$ cat src/rtl/sprite_rom_arbiter_if.sv
// Requester-side bundle for sprite_rom_arbiter: level requests, packed addresses,
// lock hints in; one-hot grants, broadcast read data and one-hot read-valid out.
interface sprite_rom_arbiter_if #(
    parameter int NUM_REQ = 4,
    parameter int ADDR_W  = 8,
    parameter int DATA_W  = 2
);
    logic [NUM_REQ-1:0]        req;
    logic [NUM_REQ*ADDR_W-1:0] addr;
    logic [NUM_REQ-1:0]        lock;
    logic [NUM_REQ-1:0]        gnt;
    logic [DATA_W-1:0]         rdata;
    logic [NUM_REQ-1:0]        rvalid;

    modport master (
        output req, addr, lock,
        input  gnt, rdata, rvalid
    );

    modport slave (
        input  req, addr, lock,
        output gnt, rdata, rvalid
    );
endinterface

$ cat src/rtl/sprite_rom_arbiter.sv
// Round-robin arbiter sharing one synchronous sprite ROM read port among NUM_REQ
// pixel requesters; optional burst lock is enabled by defining SPRITE_ARB_LOCK_EN.
module sprite_rom_arbiter #(
    parameter int NUM_REQ  = 4,
    parameter int ADDR_W   = 8,
    parameter int DATA_W   = 2,
    parameter int ROM_LAT  = 1,
    parameter int LOCK_MAX = 16
) (
    input  logic                vga_clk,
    input  logic                reset_n,
    sprite_rom_arbiter_if.slave req_if,
    output logic [ADDR_W-1:0]   rom_address,
    input  logic [DATA_W-1:0]   rom_q,
    output logic                busy
);

    localparam int IDX_W = $clog2(NUM_REQ);
    localparam int DEPTH = ROM_LAT + 1;

    typedef struct packed {
        logic             valid;
        logic [IDX_W-1:0] idx;
    } tag_t;

    logic [IDX_W-1:0]     ptr_q, ptr_d;
    logic [NUM_REQ-1:0]   gnt_q, gnt_d;
    logic [ADDR_W-1:0]    rom_address_q, rom_address_d;
    logic [DATA_W-1:0]    rdata_q, rdata_d;
    logic [NUM_REQ-1:0]   rvalid_q, rvalid_d;
    tag_t [DEPTH-1:0]     tag_q, tag_d;

    logic [ADDR_W-1:0]    addr_arr [NUM_REQ];
    logic                 rr_valid, sel_valid;
    logic [IDX_W-1:0]     rr_sel, sel;

`ifdef SPRITE_ARB_LOCK_EN
    localparam int CNT_W = $clog2(LOCK_MAX + 1);
    logic [CNT_W-1:0]     lock_cnt_q, lock_cnt_d;
    logic [IDX_W-1:0]     last_idx_q, last_idx_d;
    logic                 lock_grant;
`else
    // Lock hint and its limit have no function in the pure round-robin build.
    logic                 lock_unused;
    assign lock_unused = ^{req_if.lock, LOCK_MAX};
`endif

    always_comb begin : unpack_addr
        for (int i = 0; i < NUM_REQ; i++) begin
            addr_arr[i] = req_if.addr[i*ADDR_W +: ADDR_W];
        end
    end

    // NOTE: every combinational output gets a default before any branch, so no latch is inferred.
    always_comb begin : rr_search
        logic [IDX_W-1:0] cand;
        rr_valid = 1'b0;
        rr_sel   = ptr_q;
        for (int k = 0; k < NUM_REQ; k++) begin
            cand = IDX_W'((32'(ptr_q) + k) % NUM_REQ);
            if (!rr_valid && req_if.req[cand]) begin
                rr_valid = 1'b1;
                rr_sel   = cand;
            end
        end
    end

    always_comb begin : arbitrate
        sel_valid = rr_valid;
        sel       = rr_sel;
`ifdef SPRITE_ARB_LOCK_EN
        // Re-grant the previous owner while it holds lock; count is of extra grants beyond the first.
        lock_grant = (|gnt_q) && req_if.req[last_idx_q] && req_if.lock[last_idx_q]
                     && (lock_cnt_q < CNT_W'(LOCK_MAX - 1));
        if (lock_grant) begin
            sel_valid = 1'b1;
            sel       = last_idx_q;
        end
        lock_cnt_d = lock_grant ? lock_cnt_q + 1'b1 : '0;
        last_idx_d = sel_valid ? sel : last_idx_q;
`endif

        gnt_d         = '0;
        ptr_d         = ptr_q;
        rom_address_d = rom_address_q;
        if (sel_valid) begin
            gnt_d[sel]    = 1'b1;
            ptr_d         = (sel == IDX_W'(NUM_REQ - 1)) ? '0 : sel + 1'b1;
            rom_address_d = addr_arr[sel];
        end
    end

    always_comb begin : tag_pipe
        tag_d[0].valid = sel_valid;
        tag_d[0].idx   = sel;
        for (int i = 1; i < DEPTH; i++) begin
            tag_d[i] = tag_q[i-1];
        end

        rvalid_d = '0;
        rdata_d  = rdata_q;
        if (tag_q[DEPTH-1].valid) begin
            rvalid_d[tag_q[DEPTH-1].idx] = 1'b1;
            rdata_d                      = rom_q;
        end
    end

    always_comb begin : busy_or
        busy = 1'b0;
        for (int i = 0; i < DEPTH; i++) begin
            busy = busy | tag_q[i].valid;
        end
    end

    // NOTE: sequential state uses non-blocking assignments only; the tag pipeline is
    // reset too, because a stale valid bit would fire rvalid for a discarded read.
    always_ff @(posedge vga_clk or negedge reset_n) begin
        if (!reset_n) begin
            ptr_q         <= '0;
            gnt_q         <= '0;
            rom_address_q <= '0;
            rdata_q       <= '0;
            rvalid_q      <= '0;
            tag_q         <= '0;
`ifdef SPRITE_ARB_LOCK_EN
            lock_cnt_q    <= '0;
            last_idx_q    <= '0;
`endif
        end else begin
            ptr_q         <= ptr_d;
            gnt_q         <= gnt_d;
            rom_address_q <= rom_address_d;
            rdata_q       <= rdata_d;
            rvalid_q      <= rvalid_d;
            tag_q         <= tag_d;
`ifdef SPRITE_ARB_LOCK_EN
            lock_cnt_q    <= lock_cnt_d;
            last_idx_q    <= last_idx_d;
`endif
        end
    end

    assign req_if.gnt    = gnt_q;
    assign req_if.rdata  = rdata_q;
    assign req_if.rvalid = rvalid_q;
    assign rom_address   = rom_address_q;

endmodule

$ cat src/flat_wrapper.sv
// flat-port wrapper written by rule: the top's interface ports become plain ports
module sprite_rom_arbiter_flat 
#(
    parameter int NUM_REQ  = 4,
    parameter int ADDR_W   = 8,
    parameter int DATA_W   = 2,
    parameter int ROM_LAT  = 1,
    parameter int LOCK_MAX = 16
)
  (vga_clk, reset_n, rom_address, rom_q, busy, req_if_req, req_if_addr, req_if_lock, req_if_gnt, req_if_rdata, req_if_rvalid);
  sprite_rom_arbiter_if #(.NUM_REQ(NUM_REQ), .ADDR_W(ADDR_W), .DATA_W(DATA_W)) req_if_i ();
  input  logic vga_clk;
  input  logic reset_n;
  output logic [ADDR_W-1:0] rom_address;
  input  logic [DATA_W-1:0] rom_q;
  output logic busy;
  input wire logic [$bits(req_if_i.req)-1:0] req_if_req;
  input wire logic [$bits(req_if_i.addr)-1:0] req_if_addr;
  input wire logic [$bits(req_if_i.lock)-1:0] req_if_lock;
  output wire logic [$bits(req_if_i.gnt)-1:0] req_if_gnt;
  output wire logic [$bits(req_if_i.rdata)-1:0] req_if_rdata;
  output wire logic [$bits(req_if_i.rvalid)-1:0] req_if_rvalid;
  assign req_if_i.req = req_if_req;
  assign req_if_i.addr = req_if_addr;
  assign req_if_i.lock = req_if_lock;
  assign req_if_gnt = req_if_i.gnt;
  assign req_if_rdata = req_if_i.rdata;
  assign req_if_rvalid = req_if_i.rvalid;
  sprite_rom_arbiter #(.NUM_REQ(NUM_REQ), .ADDR_W(ADDR_W), .DATA_W(DATA_W), .ROM_LAT(ROM_LAT), .LOCK_MAX(LOCK_MAX)) u_core (.vga_clk(vga_clk), .reset_n(reset_n), .req_if(req_if_i), .rom_address(rom_address), .rom_q(rom_q), .busy(busy));
endmodule
$ cat config.mk
export PLATFORM = sky130hd
export DESIGN_NAME = sprite_rom_arbiter_flat
export DESIGN_NICKNAME = d
export VERILOG_FILES = /design/src/rtl/sprite_rom_arbiter_if.sv /design/src/rtl/sprite_rom_arbiter.sv /design/src/flat_wrapper.sv
export SDC_FILE = /design/constraint.sdc
export NUM_CORES = 1
export LEC_CHECK = 0
export ABC_AREA = 1
export CAP_MARGIN = 30
export CORE_MARGIN = 4
export CORE_UTILIZATION = 25
export CTS_CLUSTER_SIZE = 8
export DETAILED_ROUTE_END_ITERATION = 10
export PLACE_DENSITY = 0.5
export SYNTH_ARGS = -nofsm -noshare
export SYNTH_HDL_FRONTEND = slang
export SYNTH_SLANG_ARGS = --single-unit
export TNS_END_PERCENT = 50
$ cat constraint.sdc
create_clock -name vga_clk -period 2.7 [get_ports vga_clk]
set_input_delay 0.675 -clock vga_clk [delete_from_list [all_inputs] [get_ports vga_clk]]
set_output_delay 0.675 -clock vga_clk [all_outputs]
set_load 0.05 [all_outputs]
* Word-level counts from Yosys, hierarchy flattened
Index checks and enable logic that the tools add are counted.
Cells by class: equal/unequal tests 1, bitwise gates (word level) 2, muxes and demuxes 25, $lt $le $gt $ge 9, add/subtract/negate cells 4, reductions and logical operators 8
Operators by type and width (number):
- $lt A2 B3 Y1 const B | 6
- $bmux W8 S2 | 1
- $mux W8 | 2
- $mux W1 | 10
- $bmux W1 S2 | 4
- $mux W2 | 4
- $mux W4 | 2
- $logic_and A1 B1 Y1 | 5
- $add A2 B1 Y2 const B | 2
- $add A2 B2 Y2 const B | 2
- $demux W1 S2 | 2
- $ge A2 B1 Y1 const B | 2
- $ge A3 B3 Y1 const B | 1
- $logic_not A1 Y1 | 3
- $not A2 Y3 | 1
- $eq A2 B2 Y1 const B | 1
- $or A1 B1 Y1 | 1
Storage, ports and cells: input bits 44, word-level logic and storage cells 58, output and inout bits 19, register bits after elaboration 26

* Depth between registers and ports, before layout
Gate-level depths: netlist of the first run.
depth in word-level cells 17, mapped depth 16, mapped depth without buffers 15

* Least setup slack after synthesis of the first run
OpenSTA, ideal clock, no wires.
path kind input -> register, from input port req_if_req[1], to register u_core.ptr_q[1], stages on the path 12, buffers on the path 1, slack 0.640 ns, library setup time 0.127 ns, arrival time 1.932 ns, data required time 2.573 ns, cells stage by stage inv_1 -> nand2_1 -> nand3_1 -> nand2_1 -> nor2_4 -> nand4_2 -> buf_6 -> nand2_2 -> inv_1 -> ha_1 -> nand2_1 -> o21ai_0
On the way: cells in the longest elaborated chain, start to end 14, elaborated cells between the ends (all ways) 24, classes of those cells add/sub: 1; eq/ne: 1; mux: 16; reduce/logical: 6
Ends and longest elaborated chain:
- start, declared | line flat_wrapper.sv:17 | input wire logic [$bits(req_if_i.req)-1:0] req_if_req;
- $bmux W1 S2 | line sprite_rom_arbiter.sv:61 | if (!rr_valid && req_if.req[cand]) begin
- $mux W1 (implied by the code) | line sprite_rom_arbiter.sv:61
- $mux W1 | line sprite_rom_arbiter.sv:61
- $logic_not A1 Y1 | line sprite_rom_arbiter.sv:61
- $logic_and A1 B1 Y1 | line sprite_rom_arbiter.sv:61
- $mux W1 | line sprite_rom_arbiter.sv:61
- $logic_not A1 Y1 | line sprite_rom_arbiter.sv:61
- $logic_and A1 B1 Y1 | line sprite_rom_arbiter.sv:61
- $mux W1 | line sprite_rom_arbiter.sv:61
- $logic_not A1 Y1 | line sprite_rom_arbiter.sv:61
- $logic_and A1 B1 Y1 | line sprite_rom_arbiter.sv:61
- $mux W2 | line sprite_rom_arbiter.sv:61
- $add A2 B1 Y2 or $eq A2 B2 Y1 (tied branches) | line sprite_rom_arbiter.sv:88 | ptr_d = (sel == IDX_W'(NUM_REQ - 1)) ? '0 : sel + 1'b1;
- $mux W2 | line sprite_rom_arbiter.sv:88
- end signal, assigned | line sprite_rom_arbiter.sv:130 | ptr_q <= ptr_d;
- end, declared | line sprite_rom_arbiter.sv:26 | logic [IDX_W-1:0] ptr_q, ptr_d;
Parallel ways exist; a longest one is shown, timed or not. The select of a mux whose other input is x is not followed. A chain may end at the register's enable or synchronous reset.

* Worst setup path after layout of the first run
from register u_core.tag_q[5] in the netlist's numbering, to output port busy
On the way: cells in the longest elaborated chain, start to end 1
Ends and longest elaborated chain:
- start, declared | line sprite_rom_arbiter.sv:31 | tag_t [DEPTH-1:0] tag_q, tag_d;
- start signal, assigned | line sprite_rom_arbiter.sv:135 | tag_q <= tag_d;
- $or A1 B1 Y1 | line sprite_rom_arbiter.sv:111 | busy = busy | tag_q[i].valid;
- end, declared | line flat_wrapper.sv:16 | output logic busy;
Every way passes these cells.

==> results of run 1 <==
## registers in the layout (all words and copies together), names as in the netlist
signal                cells
u_core.ptr_q              2
u_core.rom_address        8
u_core.tag_q              3
u_core.tag_d              3
u_core.req_if.gnt         4
u_core.req_if.rdata       2
u_core.req_if.rvalid      4
## through the flow
step	setup slack [ns]	cell area (µm²)	cells	utilization [%]	power [mW]
global placement	0.169	2310	375	36.3	3.25
global route	0.183	2360	379	37.2	3.88
CTS	0.328	2360	379	37.2	3.52
floorplan	0.640	1640	241	-	2.61
finish	0.353	2360	379	37.2	3.48
detailed placement	0.151	2310	375	36.3	3.26
## worst max path at each step
stage / start / end / depth (start not counted) / slack (ns)
detailed placement: req_if_req[1] / u_core.rom_address[2] / 14 / 0.15
global route: req_if_req[1] / u_core.rom_address[2] / 14 / 0.18
floorplan: req_if_req[1] / u_core.ptr_q[1] / 12 / 0.64
CTS: u_core.tag_q[5] / busy / 2 / 0.33
global placement: req_if_req[0] / u_core.rom_address[2] / 14 / 0.17
finish: u_core.tag_q[5] / busy / 2 / 0.35
## power by group
| group | internal, mW | switching, mW | leakage, nW |
|---|---|---|---|
| combinational | 0.850 | 1.71 | 0.863 |
| clock | 0.130 | 0.114 | 0.0288 |
| sequential | 0.584 | 0.0887 | 0.315 |
| total | 1.56 | 1.92 | 1.21 |
## area by class of cell
cell class,instances,share of cell area (%)
Sequential cell,26,27.5
Timing Repair Buffer,66,27.1
Inverter,14,2.22
Tap cell,77,4.08
Clock buffer,4,2.33
Multi-Input combinational cell,192,36.7
## per-layer routing
metal  wire [µm]  track usage [%]
met1        2060             14.8
met2        1920             19.7
met3         303             2.12
met4          25             3.25
met5           0                0
## cell usage in the layout (no fill, tap or decap), drive strengths merged
master	n
nand2	128
nand4	3
inv	13
clkinv	1
or2	1
o21ai	1
o22ai	1
clkbuf	4
ha	1
dfrtp	26
buf	8
nor3	6
clkdlybuf4s50	58
nand3	47
nor2	4
## cells by family (layout without fill, tap and decap cells)
group	count (synthesis)	after routing	share of synthesized area [%]
buf+inv	23	84	7.61
compound gates	2	2	0.685
fa+ha+maj	1	1	0.761
flops	26	26	39.6
simple gates	189	189	51.3
## critical path, cell delays in order (launching register included)
cell,delay [ns]
dfrtp_1,0.41
or2_2,0.30
clkdlybuf4s50_1,0.70
==> impl_metrics.yaml, run 1 <==
floorplanning:
  die-area_um2: 7930
  coreArea_um2: 6350
  boundaryPins: 63
  die_h_um: 89.1
  start_util_pct: 25.9
  fp-row-count: 29
  die_w_um: 89.1
routing:
  avgViaCountPerCell: 4.40
  drc_errors: 0
  num_vias: 1667
  wl_per_cell_um: 11.4
  firstDrtPassIters: 4
  drt.antenna.violating_nets: 0
  totalWireLength_mm: 4.31
  first_iter_violations: 33
grt:
  grt_pass1_wl_mm: 7.42
  grt_start_max_net_pins: 27
  grt_pass1_vias: 1704
  antenna_found_initial: 0
  track_usage_pct: 11.5
  overflow: 0
yosys:
  synthArstFlopShare_pct: 100
  yosysUniqueCellTypes: 20
  yosys.area.top_type: "dfrtp_1"
  ys_top_cells_by_area: "dfrtp_1 40%, nand2_1 27%, nand3_1 14%"
  syn-num-nets: 286
  yosysSeqAreaShare_pct: 39.6
  synthTopCellsByCount: "119 x nand2_1, 47 x nand3_1, 26 x dfrtp_1, 9 x inv_1, 9 x nand2_2"
  yosysMostFrequentCell: "nand2_1"
  synth_top_area_share_pct: 39.6
  synth_edf_count: 0
  netlist_area_um2: 1640
  synth.avg_cell_area_um2: 6.82
  ys_warn_count: 0
  ys.flop_type: "dfrtp_1"
  ys_ff_latch: 26
  syn_inst: 241
timing:
  fin_skew_ns: 0.00116
  report.final.slew_viol_count: 0
  finalSetupViolations: 0
  setup_tns_ns: 0
  fmax_mhz: 426
  maxSlewHeadroom_pct: 64.3
  rsz0062_at_grt: "no"
  holdWs_ns: 0.356
  hold_viol: 0
  period_share_pct: 86.9
  layout_min_cycle_time_ns: 2.35
  tightest_slew_ns: 0.534
pwr:
  vdd_drop_max_mv: 0.606
  leakagePower_nw: 1.21
  power.density_nw_per_um2: 1470
critical_path:
  crit_type: "register to primary output"
  start_kind: "register"
  reg2reg_from: "u_core.ptr_q[1]"
  rr_endpoint: "u_core.rom_address[2]"
  r2r_slack_ns: 0.66
  cp_max_fo: 4
  cp.required_ns: 2.03
  ff2ff_path_depth: 14
  end_kind: "primary output"
  arrival_ns: 1.67
clock_tree:
  clock_latency_ns: 0.26
  post_cts_buffers: 0
  cts.sinks: 26
  cts_root_buf: "clkbuf_8"
  htreeDepth: 1
  cts_max_path_buffers: 2
  cts-hold-fix-buffers: 0
  post_cts_resize_count: 0
  clk_pin_slew_worst_paths_ns: 0.08
  cts_tree: "done"
  cts_made_buffers: 3
worst_hold_path:
  holdPathStages: 0
  holdCritStartpoint: "u_core.tag_d[3]"
  worstHoldPathType: "register to register"
  hold_end: "u_core.tag_q[3]"
finish:
  area_delta_synth_final_pct: 43.8
  fill_cells: 659
  nNetsFinal: 348
  multi_input_area_um2: 867
  n_antenna_cell: 0
  drive_gt1_share_pct: 9.93
  seq_area_um2: 651
placement:
  port_buffers: 58
  hpwl_mm: 3.33
  gp_congestion: 0.821
job:
  maxCapViolCount: 0
outcome:
  status: "finished clean"
Power figures use the tool's default switching activity.
==> run 2, diff against run 1 <==
--- a/config.mk
+++ b/config.mk
@@ -10,4 +10,5 @@
 export CORE_MARGIN = 4
 export CORE_UTILIZATION = 25
+export CTS_BUF_LIST = sky130_fd_sc_hd__clkbuf_4
 export CTS_CLUSTER_SIZE = 8
 export DETAILED_ROUTE_END_ITERATION = 10
==> constraint.sdc (replaced) <==
create_clock -name vga_clk -period 2.7 [get_ports vga_clk]
set_input_delay 0.675 -clock vga_clk [delete_from_list [all_inputs] [get_ports vga_clk]]
set_output_delay 0.675 -clock vga_clk [all_outputs]
set_load 0.1 [all_outputs]
==> impl_metrics.yaml, run 2 (synthesized netlist as in run 1, its figures left out) <==
critical_path:
  cp_max_fo: 16
  start_kind: "primary input"
  cp.required_ns: 2.96
  crit_type: "primary input to register"
  arrival_ns: 2.45
  end_kind: "register"
floorplanning:
  die-area_um2: 7930
  die_h_um: 89.1
  boundaryPins: 63
  coreArea_um2: 6350
  die_w_um: 89.1
  fp-row-count: 29
  start_util_pct: 25.9
routing:
  drc_errors: 0
  drt.antenna.violating_nets: 0
  firstDrtPassIters: 4
  wl_per_cell_um: 11.2
  totalWireLength_mm: 4.23
  num_vias: 1657
  avgViaCountPerCell: 4.37
  first_iter_violations: 78
timing:
  fin_skew_ns: 0.00541
  fmax_mhz: 456
  maxSlewHeadroom_pct: 76.4
  layout_min_cycle_time_ns: 2.19
  report.final.slew_viol_count: 0
  setup_tns_ns: 0
  rsz0062_at_grt: "no"
  holdWs_ns: 0.364
  finalSetupViolations: 0
  tightest_slew_ns: 0.353
  period_share_pct: 81.3
  hold_viol: 0
clock_tree:
  cts_max_path_buffers: 2
  cts_made_buffers: 3
  clock_latency_ns: 0.31
  post_cts_resize_count: 0
  clk_pin_slew_worst_paths_ns: 0.13
  cts_root_buf: "clkbuf_4"
  post_cts_buffers: 0
  htreeDepth: 1
  cts_tree: "done"
  cts-hold-fix-buffers: 0
  cts.sinks: 26
grt:
  track_usage_pct: 11.3
  overflow: 0
  grt_pass1_vias: 1676
  grt_start_max_net_pins: 27
  grt_pass1_wl_mm: 7.28
  antenna_found_initial: 0
outcome:
  status: "finished clean"
finish:
  n_antenna_cell: 0
  largest_reg_flops: 8
  area_delta_synth_final_pct: 39.1
  layout_commonest_cell: "nand2_1"
  drive_gt1_share_pct: 15.9
  most-common-layout-cells: "119 x nand2_1, 47 x nand3_1, 39 x clkdlybuf4s50_1"
  nNetsFinal: 348
job:
  maxCapViolCount: 0
worst_hold_path:
  worstHoldPathType: "register to register"
placement:
  gp_congestion: 0.791
  port_buffers: 58
  hpwl_mm: 3.35
[run 2: cell count changes in the layout (fill, tap and decap cells not counted), sizes merged]
cell | previous run | this run
clkinv | 1 | 2
buf | 8 | 27
clkdlybuf4s50 | 58 | 39
clkbuf | 4 | 3
[run 2: path summary, 6_finish.rpt]
path,to,startpoint,depth (start not counted),slack (ns)
min,u_core.tag_q[3],u_core.tag_d[3],0,0.36
min reg2reg,u_core.tag_q[3],u_core.tag_d[3],0,0.36
min in group asynchronous,u_core.req_if.rvalid[1],reset_n,2,0.71
max reg2reg,u_core.rom_address[6],u_core.ptr_q[1],15,0.67
max in group asynchronous,u_core.tag_d[5],reset_n,2,1.74
max,u_core.rom_address[6],req_if_req[2],15,0.51
[run 2: per-layer routing]
| layer | up-vias | global-route usage [%] | share of wire (%) |
|---|---|---|---|
| li1 | 892 | - | - |
| met5 | - | 0 | 0 |
| met4 | 0 | 3.25 | 0.59 |
| met3 | 2 | 1.57 | 7.0 |
| met1 | 723 | 15.1 | 48 |
| met2 | 40 | 18.9 | 44 |
[run 2: area by class of cell]
cell class	count	area [µm²]
flip-flops and latches	26	651
clock buffers	3	22.5
well taps	77	96.3
clock inverters	1	3.75
repair buffers	66	593
fillers	691	4060
inverters	14	52.6
multi-input cells	192	867
[run 2: through the flow]
step                      instance area [µm²]  std cells  utilization (%)  worst slack [ns]
after floorplan                          1640        241                -             0.640
after global placement                   2260        375             35.6             0.148
after detailed placement                 2260        375             35.6             0.167
after CTS                                2290        379             36.0             0.513
after global routing                     2290        379             36.0             0.275
final                                    2290        379             36.0             0.506
[run 2: critical path, cell delays in order]
cell and delay (ns):
clkdlybuf4s50_1 0.51, nand2_1 0.07, nand2_1 0.08, nand2_1 0.06, nand2_2 0.12, nand2_1 0.10
nand2_1 0.07, nand2_1 0.05, nand2_2 0.24, nand3_1 0.12, nand2_1 0.10, nand2_1 0.05
nand2_1 0.08, nand2_1 0.06, nand2_1 0.06
Power of run 2 is not shown: default switching activity piles up to over one toggle a cycle in this logic, so the estimate is an artifact.
==> run 3, diff against run 2 <==
- clock period: 2.7 -> 2.2 ns (I/O delays scaled with it)
==> impl_metrics.yaml, run 3 (synthesized netlist as in run 1, its figures left out) <==
outcome:
  status: "finished clean"
worst_hold_path:
  holdCritStartpoint: "u_core.tag_d[4]"
  holdPathStages: 0
  worstHoldPathType: "register to register"
critical_path:
  cp_max_fo: 4
  cp.required_ns: 2.41
  start_kind: "primary input"
  end_kind: "register"
  critPathLaunch: "req_if_req[1]"
  arrival_ns: 2.28
  crit_type: "primary input to register"
  reg2reg_from: "u_core.ptr_q[0]"
  ff2ff_path_depth: 13
finish:
  fill_cells: 670
  drive_gt1_share_pct: 21.2
  largest_reg_flops: 8
  n_antenna_cell: 0
  area_delta_synth_final_pct: 51.3
  nNetsFinal: 362
  layout_commonest_cell: "nand2_1"
  most-common-layout-cells: "116 x nand2_1, 47 x nand3_1, 39 x clkdlybuf4s50_1"
routing:
  avgViaCountPerCell: 4.37
  first_iter_violations: 47
  num_vias: 1718
  wl_per_cell_um: 11.4
  totalWireLength_mm: 4.48
  firstDrtPassIters: 4
  drt.antenna.violating_nets: 0
  drc_errors: 0
floorplanning:
  start_util_pct: 25.9
  die_h_um: 89.1
  fp-row-count: 29
  boundaryPins: 63
  die_w_um: 89.1
  die-area_um2: 7930
  coreArea_um2: 6350
timing:
  period_share_pct: 94.3
  fin_skew_ns: 0.00566
  layout_min_cycle_time_ns: 2.07
  hold_viol: 0
  report.final.slew_viol_count: 0
  fmax_mhz: 482
  maxSlewHeadroom_pct: 79.2
  timing.final.ws_setup_ns: 0.126
  finalSetupViolations: 0
  tightest_slew_ns: 0.312
clock_tree:
  cts_made_buffers: 3
  htreeDepth: 1
  cts_root_buf: "clkbuf_4"
  clock_latency_ns: 0.31
  cts.sinks: 26
  cts-hold-fix-buffers: 0
  cts_max_path_buffers: 2
  cts_tree: "done"
  clk_pin_slew_worst_paths_ns: 0.14
placement:
  gp_congestion: 0.797
  hpwl_mm: 3.46
  pre_cts_ws_ns: -0.257
  port_buffers: 58
grt:
  use_met2_pct: 19.1
  overflow: 0
  grt_pass1_wl_mm: 7.67
  grt_start_max_net_pins: 27
  grtUsageMet3_pct: 1.84
  antenna_found_initial: 0
  busiest_layer: "met2"
  track_usage_pct: 11.9
  grt_util_met1_pct: 16.7
  grt_pass1_vias: 1736
job:
  maxCapViolCount: 0
## run 3: changes by cell type in the layout (fill, tap and decap cells not counted), sizes merged
cell | before | now
bufinv | 0 | 1
buf | 27 | 41
inv | 13 | 12
## run 3: per-layer routing
| layer | routed length (µm) | vias up |
|---|---|---|
| met2 | 2060 | 42 |
| met5 | 0 | - |
| li1 | - | 919 |
| met1 | 2140 | 753 |
| met3 | 236 | 4 |
| met4 | 44 | 0 |
## run 3: layout make-up
cell class              count  area, µm²  area share (%)
inverters                  14       60.1            2.42
flip-flops and latches     26        652            26.2
repair buffers             80        731            29.4
clock buffers               3       22.5           0.906
multi-input cells         192        893            36.0
well taps                  77       96.3            3.88
clock inverters             1       30.0            1.21
## run 3: path summary, 6_finish.rpt
| kind | endpoint | slack, ns |
|---|---|---|
| worst min register to register | u_core.tag_q[4] | 0.36 |
| worst max register to register | u_core.ptr_q[1] | 0.20 |
| worst max-delay path | u_core.ptr_q[1] | 0.13 |
| max in group asynchronous | u_core.ptr_q[1] | 1.37 |
| worst min-delay path | u_core.tag_q[4] | 0.36 |
| min in group asynchronous | u_core.req_if.rvalid[0] | 0.58 |
## run 3: worst max-delay path, stage by stage
cell,delay (ns)
clkdlybuf4s50_1,0.46
inv_1,0.10
nand2_1,0.07
nand3_1,0.08
nand2_1,0.09
nor2_4,0.19
nand3_1,0.11
nand2_1,0.08
nand2_1,0.07
nand2_2,0.09
ha_1,0.23
nand2_1,0.06
o21ai_0,0.09
## run 3: timing repair
action | 4_1_cts | 5_1_grt
gates resized for setup | 0 | 12
setup buffers | 0 | 4
endpoints found under the setup margin | 0 | 10
## run 3: per-stage QoR
step | std cells | TNS [ns] | area (µm²) | hold slack [ns] | util, %
after floorplan | 241 | 0 | 1640 | 0.254 | -
after global placement | 385 | -2.09 | 2360 | 0.332 | 37.2
after detailed placement | 385 | -2.27 | 2360 | 0.335 | 37.2
after CTS | 389 | 0 | 2410 | 0.366 | 38.0
after global routing | 393 | -0.00527 | 2480 | 0.380 | 39.1
final | 393 | 0 | 2480 | 0.365 | 39.1
Power of run 3 is left out for the same reason.
